## src/rtl/instruction_fetch.sv

```systemverilog
// Fetch stage: owns the PC, issues req/gnt/rvalid fetches to instruction memory
// and buffers returned words in a small FIFO presented to decode.
module instruction_fetch #(
    parameter logic [31:0] RESET_PC   = 32'h0000_0000,
    parameter int unsigned FIFO_DEPTH = 4,
    parameter logic [31:0] INST_NOP   = 32'h0000_0013
) (
    input  logic        sys_clk_i,
    input  logic        rst_i,
    output logic        imem_req_o,
    output logic [31:0] imem_addr_o,
    input  logic        imem_gnt_i,
    input  logic        imem_rvalid_i,
    input  logic [31:0] imem_rdata_i,
    input  logic        stall_en_i,
    input  logic        PCSrc_i,
    input  logic [31:0] branch_target_i,
    output logic        instruction_valid_o,
    output logic [31:0] instruction_addr_o,
    output logic [31:0] instruction_o
);

    localparam int unsigned PW = $clog2(FIFO_DEPTH);
    localparam int unsigned CW = PW + 1;

    typedef logic [PW-1:0] ptr_t;
    typedef logic [CW-1:0] cnt_t;

    localparam cnt_t          DEPTH_CNT  = cnt_t'(FIFO_DEPTH);
    localparam logic [CW:0]   DEPTH_WIDE = (CW + 1)'(FIFO_DEPTH);

    logic [31:0] pc_q, pc_d;
    cnt_t        inflight_q, inflight_d;
    cnt_t        discard_q, discard_d;

    logic [31:0] aq_addr_q [FIFO_DEPTH];
    logic [31:0] aq_addr_d [FIFO_DEPTH];
    ptr_t        aq_wr_q, aq_wr_d, aq_rd_q, aq_rd_d;

    logic [31:0] df_addr_q [FIFO_DEPTH];
    logic [31:0] df_addr_d [FIFO_DEPTH];
    logic [31:0] df_inst_q [FIFO_DEPTH];
    logic [31:0] df_inst_d [FIFO_DEPTH];
    ptr_t        df_wr_q, df_wr_d, df_rd_q, df_rd_d;
    cnt_t        df_cnt_q, df_cnt_d;

    logic        valid, pop, req, grant, rsp_ok, drop, push;
    logic [CW:0] used;
    logic        unused_target_lsbs;

    assign unused_target_lsbs = ^branch_target_i[1:0];

    assign valid = (df_cnt_q != '0);
    assign pop   = valid && !stall_en_i && !PCSrc_i;

    // Credit = in-flight + buffered, counting this cycle's pop as already freed.
    assign used  = {1'b0, inflight_q} + {1'b0, df_cnt_q} - (CW + 1)'(pop);
    assign req   = !rst_i && !PCSrc_i && (used < DEPTH_WIDE);
    assign grant = req && imem_gnt_i;

    // Responses with nothing outstanding are a protocol error and are ignored.
    assign rsp_ok = imem_rvalid_i && (inflight_q != '0);
    assign drop   = rsp_ok && ((discard_q != '0) || PCSrc_i);
    assign push   = rsp_ok && !drop && (df_cnt_q != DEPTH_CNT);

    assign imem_req_o          = req;
    assign imem_addr_o         = pc_q;
    assign instruction_valid_o = valid;
    assign instruction_addr_o  = df_addr_q[df_rd_q];
    assign instruction_o       = valid ? df_inst_q[df_rd_q] : INST_NOP;

    always_comb begin
        pc_d       = pc_q;
        inflight_d = inflight_q;
        discard_d  = discard_q;
        aq_addr_d  = aq_addr_q;
        aq_wr_d    = aq_wr_q;
        aq_rd_d    = aq_rd_q;
        df_addr_d  = df_addr_q;
        df_inst_d  = df_inst_q;
        df_wr_d    = df_wr_q;
        df_rd_d    = df_rd_q;
        df_cnt_d   = df_cnt_q;

        if (PCSrc_i) begin
            pc_d = {branch_target_i[31:2], 2'b00};
        end else if (grant) begin
            pc_d = pc_q + 32'd4;
        end

        if (grant) begin
            aq_addr_d[aq_wr_q] = pc_q;
            aq_wr_d            = aq_wr_q + ptr_t'(1);
        end
        if (rsp_ok) begin
            aq_rd_d = aq_rd_q + ptr_t'(1);
        end

        inflight_d = inflight_q + cnt_t'(grant) - cnt_t'(rsp_ok);

        // Every response still outstanding after a redirect belongs to the old path.
        if (PCSrc_i) begin
            discard_d = inflight_q - cnt_t'(rsp_ok);
        end else if (drop && (discard_q != '0)) begin
            discard_d = discard_q - cnt_t'(1);
        end

        if (PCSrc_i) begin
            df_cnt_d = '0;
            df_rd_d  = df_wr_q;
        end else begin
            if (push) begin
                df_addr_d[df_wr_q] = aq_addr_q[aq_rd_q];
                df_inst_d[df_wr_q] = imem_rdata_i;
                df_wr_d            = df_wr_q + ptr_t'(1);
            end
            if (pop) begin
                df_rd_d = df_rd_q + ptr_t'(1);
            end
            df_cnt_d = df_cnt_q + cnt_t'(push) - cnt_t'(pop);
        end
    end

    always_ff @(posedge sys_clk_i) begin
        if (rst_i) begin
            pc_q       <= {RESET_PC[31:2], 2'b00};
            inflight_q <= '0;
            discard_q  <= '0;
            aq_wr_q    <= '0;
            aq_rd_q    <= '0;
            df_wr_q    <= '0;
            df_rd_q    <= '0;
            df_cnt_q   <= '0;
            for (int unsigned i = 0; i < FIFO_DEPTH; i++) begin
                aq_addr_q[i] <= '0;
                df_addr_q[i] <= '0;
                df_inst_q[i] <= '0;
            end
        end else begin
            pc_q       <= pc_d;
            inflight_q <= inflight_d;
            discard_q  <= discard_d;
            aq_wr_q    <= aq_wr_d;
            aq_rd_q    <= aq_rd_d;
            df_wr_q    <= df_wr_d;
            df_rd_q    <= df_rd_d;
            df_cnt_q   <= df_cnt_d;
            for (int unsigned i = 0; i < FIFO_DEPTH; i++) begin
                aq_addr_q[i] <= aq_addr_d[i];
                df_addr_q[i] <= df_addr_d[i];
                df_inst_q[i] <= df_inst_d[i];
            end
        end
    end

endmodule
```

## config.mk

```make
export PLATFORM = sky130hd
export DESIGN_NAME = instruction_fetch
export DESIGN_NICKNAME = d
export VERILOG_FILES = /design/src/rtl/instruction_fetch.sv
export SDC_FILE = /design/constraint.sdc
export NUM_CORES = 1
export LEC_CHECK = 0
export ABC_AREA = 1
export BUFFER_PORTS_ARGS = -buffer_cell sky130_fd_sc_hd__buf_2
export CELL_PAD_IN_SITES_DETAIL_PLACEMENT = 0
export CELL_PAD_IN_SITES_GLOBAL_PLACEMENT = 2
export CORE_MARGIN = 4
export CORE_UTILIZATION = 34
export DETAILED_ROUTE_END_ITERATION = 12
export PLACE_DENSITY_LB_ADDON = 0.25
export SLEW_MARGIN = 20
export SYNTH_ARGS = -nofsm -noshare
export SYNTH_HDL_FRONTEND = slang
export SYNTH_SLANG_ARGS = --single-unit
```

## constraint.sdc

```tcl
create_clock -name sys_clk_i -period 4.27 [get_ports sys_clk_i]
set_clock_uncertainty 0.2 [all_clocks]
set_input_delay 0.854 -clock sys_clk_i [delete_from_list [all_inputs] [get_ports sys_clk_i]]
set_output_delay 0.854 -clock sys_clk_i [all_outputs]
set_load 0.05 [all_outputs]
```

==> out/qor.csv, run 1 <==
stage;metric;value;unit
critical_path;critPathKind;flop to output port;
critical_path;start_kind;flop;
critical_path;crit_top_cell;o21ai_0;
global_routing;grt_start_max_net_pins;123;
cts;cts_sinks;415;
cts;cts_hold_buf;0;
logic_synthesis;synth_top_flop_cell;dfxtp_1;
cts;clk_path_buf_depth;3;
min_path;hold_path_class;flop to flop;
cts;cts_root_buffer;clkbuf_16;
die;die_height;245;microns
die;dieArea;60100;sq um
critical_path;cpPeakStageDelay;0.72;ns
logic_synthesis;ys_ff_latch;415;
min_path;min_from;df_inst_q[68]$_SDFFE_PP0P_;
run_status;status;finished, final reports clean;
place;gp_congestion;0.791;
cells_and_area;drive_above_1_share;0.110;
timing;min_period_over_period;0.884;
timing;grt_setup_unrepaired;false;
drt;final_antenna_net_count;0;
global_routing;overflow;0;
cells_and_area;seqCellArea;8310;sq um
cts;worstSkewPairLatency;0.59;ns
logic_synthesis;netlist_area;19100;sq um
timing;drv_slew;0;
drt;via_per_inst;5.19;
timing;relSlewSlack;0.308;
cts;post_cts_buffers;0;
global_routing;grt_pass1_vias;17300;
cts;tritoncts;built;
cells_and_area;syn2layout_area_growth;14.4;%
critical_path;cp_data_required_time;3.22;ns
cts;cts_buffers;48;
timing;max_freq;265;MHz
critical_path;reg2reg_to;inflight_q[2]$_SDFF_PP0_;
cts;clk_pin_slew;0.06;ns
cells_and_area;final_util;0.395;
cts;cts_resized;0;
critical_path;arrival;2.72;ns
global_routing;antenna_found_initial;4;
drt;dr.pass1.iters;5;
drt;drtIter0Drc;1127;
critical_path;ff2ff_setup_slack;1.04;ns
drt;drt_wl_total;64.6;mm
drt;drc_errors;0;
critical_path;reg2reg_from;inflight_q[2]$_SDFF_PP0_;
die;placementRows;86;
global_routing;grt_first_pass_wirelength;101;mm
timing;period_needed;3.77;ns
job;maxCapViolations;0;
die;core;55400;sq um
die;die_x;245;microns
cts;h-tree-depth;2;
critical_path;worstSetupEndpointType;output port;
logic_synthesis;synth_cells;2716;
timing;setup_violations;0;
logic_synthesis;synth_warnings;0;
critical_path;crit_slowest_cell;inv_2;
cells_and_area;multi_input_area;9160;sq um
cells_and_area;nets;2832;
critical_path;path_cells;inv_2, o21ai_0, o21ai_0, buf_2;
die;start_util;0.345;
timing;hold_viol_final;0;
place;dp_hpwl;38.3;mm
power;switching_power;3.59;mW
critical_path;crit_start;df_rd_q[1]$_SDFFE_PP0P_;
logic_synthesis;syn_area_per_cell;7.04;sq um
power;clkPwrFrac;0.382;
power;switching_share;0.334;
power;ir_worst_vdd;0.266;mV
critical_path;cp_max_fo;45;
timing;timing.hold.ws;0.248;ns
die;io_pins;168;
power;pwr-share-seq;0.395;
power;power_frac_comb;0.222;
power;p_per_area;490;nW/um^2
logic_synthesis;synth_cell_type_count;37;
logic_synthesis;synth_edf_count;0;
drt;detailroute.via_count;18300;
logic_synthesis;async_reset_ff_frac;0;
critical_path;r2r_cells;18;
power;leakage;8.17;nW
drt;wl_per_cell;18.3;microns
cells_and_area;fillers;5893;
place;portBuffers;161;
power;p_int;7.14;mW
critical_path;endpoint;instruction_addr_o[31];
timing;tightest_slew;1.04;ns
global_routing;track_usage;0.209;
logic_synthesis;ys_seq_area_frac;0.435;
timing;fin_tns_setup;0;ns
## final cells by class
class / count / area share
multi-input cells: 1902 / 0.419
diodes: 3 / 0.000343
clock buffers: 78 / 0.0666
inverters: 171 / 0.0296
repair buffers: 202 / 0.0576
clock inverters: 7 / 0.00440
well taps: 748 / 0.0428
flip-flops and latches: 415 / 0.380
## cells by family after synthesis
| kind of cell | after synthesis | share of synthesized area |
|---|---|---|
| compound gates | 813 | 0.223 |
| xor+xnor | 23 | 0.0105 |
| fa+ha+maj | 22 | 0.0152 |
| buf+inv | 402 | 0.0878 |
| flops | 415 | 0.435 |
| other cells | 1 | 0.000196 |
| simple gates | 1040 | 0.229 |
## worst max-delay path, delay by kind of cell (launching register included)
family / cells / cell delay [ns]
buffers and inverters: 2 / 1.09
AO/OA/AOI/OAI: 2 / 0.70
flip-flops: 1 / 0.32
## metrics by stage
step	cells	instance area, sq um	total power [mW]	worst slack [ns]
floorplan	2719	19100	5.98	0.479
global placement	3438	20300	6.69	0.560
detailed placement	3438	20300	6.72	0.582
CTS	3523	21900	10.9	0.454
global route	3526	21900	11.3	0.266
finish	3526	21900	10.7	0.497
## cells in the mapped netlist (all sizes together) (3+ instances only)
| library cell | n | share of area |
|---|---|---|
| o22ai | 29 | 0.0095 |
| dfxtp | 415 | 0.43 |
| o31ai | 4 | 0.0016 |
| a32o | 12 | 0.0063 |
| ha | 20 | 0.013 |
| nor2 | 351 | 0.071 |
| nor3 | 10 | 0.0026 |
| a21oi | 413 | 0.11 |
| clkbuf | 149 | 0.029 |
| nand4 | 134 | 0.044 |
| nand3 | 52 | 0.014 |
| o21ai | 332 | 0.087 |
| xor2 | 21 | 0.0096 |
| clkinv | 3 | 0.00059 |
| a32oi | 18 | 0.0082 |
| nand2 | 491 | 0.097 |
| inv | 168 | 0.033 |
| buf | 82 | 0.025 |
## routing by layer
metal,share of wire,global-route usage
met3,0.048,0.0309
met4,0.024,0.0577
met5,0.00017,0
met2,0.47,0.349
met1,0.46,0.283
## cells in the final DEF, fill, tap and decap left out, drive strengths merged
master / count
nand4: 134
o22ai: 29
o211ai: 1
buf: 202
nand3: 52
o21ai: 332
conb: 4
nand2: 491
o31ai: 4
a32oi: 18
clkinv: 7
inv: 169
bufinv: 2
nor2: 351
dfxtp: 415
a21oi: 413
xnor2: 2
nor3: 10
a211oi: 2
xor2: 21
a31oi: 1
fa: 2
clkbuf: 78
a32o: 12
ha: 20
diode: 3
o21bai: 1
nor4: 1
or2: 1
## power by group through the flow
stage	Combinational [mW]	Sequential (mW)	Clock, mW
after floorplan	1.63	4.34	0
after global placement	2.37	4.32	0
after detailed placement	2.39	4.32	0
after CTS	2.40	4.24	4.23
after global routing	2.62	4.27	4.38
final	2.38	4.24	4.10
## worst min path at each step
stage                                 endpoint  slack, ns  depth (start not counted)
floorplan            df_inst_q[0]$_SDFFE_PP0P_       0.22                          2
global placement    df_inst_q[65]$_SDFFE_PP0P_       0.23                          2
detailed placement  df_inst_q[68]$_SDFFE_PP0P_       0.24                          2
CTS                 df_inst_q[68]$_SDFFE_PP0P_       0.25                          2
global route        df_inst_q[66]$_SDFFE_PP0P_       0.27                          2
finish              df_inst_q[68]$_SDFFE_PP0P_       0.25                          2
## registers in the layout, summed over array words and instances, names as in the netlist, 3 cells and up
| name | cells |
|---|---|
| df_inst_q | 128 |
| aq_addr_q | 120 |
| df_addr_q | 120 |
| imem_addr_o | 30 |
| df_cnt_q | 3 |
| discard_q | 3 |
| inflight_q | 3 |
Power figures use the tool's default switching activity.
==> run 2: changes to the inputs <==
Settings changed: CORE_UTILIZATION 34 to 31.
Clock period 4.27 ns to 3.3 ns, I/O delays scaled along.
==> run 2 against run 1 <==
- the flow now finishes with violations (setup timing)
- sequential share of layout area is 0.85 points lower
- critical path depth grew 8
- utilization decreased by 2.6 points
- via count is 0.32% higher
- critical path type unchanged
==> out/qor.csv, run 2 (synthesis gave the netlist of run 1 again) <==
stage;metric;value;unit
drt;drt_wl_total;66.5;mm
critical_path;critPathKind;flop to output port;
die;die_height;256;microns
cts;clk_pin_slew;0.06;ns
drt;drtIter0Drc;1330;
cells_and_area;reg.largest.list;df_inst_q x128, aq_addr_q x120, df_addr_q x120;
critical_path;cpPeakStageDelay;0.37;ns
cells_and_area;syn2layout_area_growth;17.2;%
place;dp_hpwl;40.5;mm
cells_and_area;final_cell_mix;484 x nand2_1, 413 x a21oi_1, 408 x dfxtp_1;
job;maxCapViolations;0;
cts;cts_hold_buf;0;
place;gp_congestion;0.830;
cells_and_area;antenna_cells;0;
cts;cts_root_buffer;clkbuf_16;
die;start_util;0.315;
timing;grt_setup_unrepaired;true;
critical_path;crit_slowest_cell;dfxtp_4;
global_routing;grt_pass1_vias;17600;
cells_and_area;multi_input_area;9260;sq um
cts;h-tree-depth;2;
timing;drv_slew;0;
cells_and_area;drive_above_1_share;0.127;
place;portBuffers;161;
timing;period_needed;3.30;ns
critical_path;arrival;2.44;ns
run_status;violations;setup timing;
cells_and_area;seqCellArea;8320;sq um
global_routing;grt_first_pass_wirelength;104;mm
cells_and_area;nets;2868;
cts;cts_buffers;49;
timing;tightest_slew;0.849;ns
drt;drc_errors;0;
critical_path;path_cells;inv_2, ha_4, inv_2, ha_4, nand2_4, buf_6, nor2_4, nor2_1, nand2_1, nand2_2, nor2_4, buf_8;
critical_path;ff2ff_setup_slack;0.30;ns
critical_path;cp_top_family;simple AND/OR/NAND/NOR gates;
cts;clk_path_buf_depth;3;
cells_and_area;final_util;0.369;
drt;wl_per_cell;18.5;microns
cts;cts_sinks;415;
critical_path;worstSetupEndpointType;output port;
cells_and_area;largest_reg_flops;128;
drt;detailroute.via_count;18400;
timing;max_freq;303;MHz
die;dieArea;65700;sq um
power;power;13.9;mW
drt;dr.pass1.iters;5;
timing;relSlewSlack;0.434;
die;core;60700;sq um
timing;timing.hold.ws;0.134;ns
power;p_per_area;622;nW/um^2
critical_path;critPathBufInv;4;
die;io_pins;168;
critical_path;cp_max_fo;3;
power;leakage;8.38;nW
global_routing;overflow;0;
global_routing;grt_start_max_net_pins;188;
die;placementRows;90;
cells_and_area;fillers;6455;
cts;tritoncts;built;
timing;min_period_over_period;1.00;
place;dpl-instance-area;20800;sq um
global_routing;antenna_found_initial;1;
critical_path;start_kind;flop;
power;ir_worst_vdd;0.343;mV
cells_and_area;fin_area;22400;sq um
min_path;hold_path_class;primary input to flop;
run_status;status;finished, violations left;
cts;worstSkewPairLatency;0.59;ns
cells_and_area;largest_register;df_inst_q;
timing;layout_setup_ws;-0.00145;ns
critical_path;cp_data_required_time;2.44;ns
die;die_x;256;microns
drt;final_antenna_net_count;0;
global_routing;track_usage;0.196;
cells_and_area;mostFrequentLayoutCell;nand2_1;
timing;fin_tns_setup;-0.00145;ns
timing;hold_viol_final;0;
timing;setup_violations;1;
drt;via_per_inst;5.11;
-- run 2: changes by cell type in the layout (fill, tap and decap cells not counted), moves of 3 or more --
cell,delta
inv_1,-8
clkbuf_1,+4
ha_2,-4
buf_12,+13
inv_4,+3
inv_2,+5
buf_4,+22
dfxtp_1,-4
ha_4,+6
diode_2,-3
-- run 2: worst min-delay path, cell delays in order --
cell and delay (ns):
buf_2 0.12, nand2_1 0.06, a21oi_1 0.05
-- run 2: stage by stage --
| step | std cells | setup WS (ns) |
|---|---|---|
| 3_3_place_gp | 3504 | -0.124 |
| 2_1_floorplan | 2719 | -0.0935 |
| 6_report | 3593 | -0.00145 |
| 3_5_place_dp | 3504 | -0.128 |
| 4_1_cts | 3592 | -0.105 |
| 5_1_grt | 3593 | -0.144 |
-- run 2: cell type report --
class                      instances  area share
multi-input combinational       1902       0.413
sequential                       415       0.372
timing repair buffer             237      0.0757
clock buffer                      80      0.0640
tap                              782      0.0437
inverter                         171      0.0294
clock inverter                     6     0.00251
-- run 2: path summary, 6_finish.rpt --
path,startpoint,end,depth (start not counted)
setup / recovery,df_cnt_q[1]$_SDFF_PP0_,imem_req_o,12
hold / removal,imem_rdata_i[12],df_inst_q[108]$_SDFFE_PP0P_,3
setup reg to reg,df_cnt_q[1]$_SDFF_PP0_,inflight_q[2]$_SDFF_PP0_,18
hold reg to reg,df_inst_q[64]$_SDFFE_PP0P_,df_inst_q[64]$_SDFFE_PP0P_,2
-- run 2: report_power, final --
| group | internal (mW) | switching [mW] |
|---|---|---|
| Sequential | 5.30 | 0.177 |
| Clock | 2.95 | 2.19 |
| Combinational | 0.939 | 2.38 |
| Total | 9.18 | 4.75 |
-- run 2: per-layer routing --
layer  vias to the layer above  GRT usage  share of wire  routed length, microns
met5                         -          0              0                       0
met4                         0     0.0675          0.034                    2240
met3                       105     0.0395          0.057                    3770
met2                       448      0.324           0.46                   30600
met1                      8591      0.255           0.45                   29900
li1                       9231          -              -                       -
-- run 2: repair_timing --
| action | in CTS | in global routing |
|---|---|---|
| resized for setup | 18 | 13 |
| setup endpoints to repair | 3 | 2 |
| pin swaps | 5 | 11 |
| buffers inserted | 2 | 2 |
| cloned | 0 | 0 |
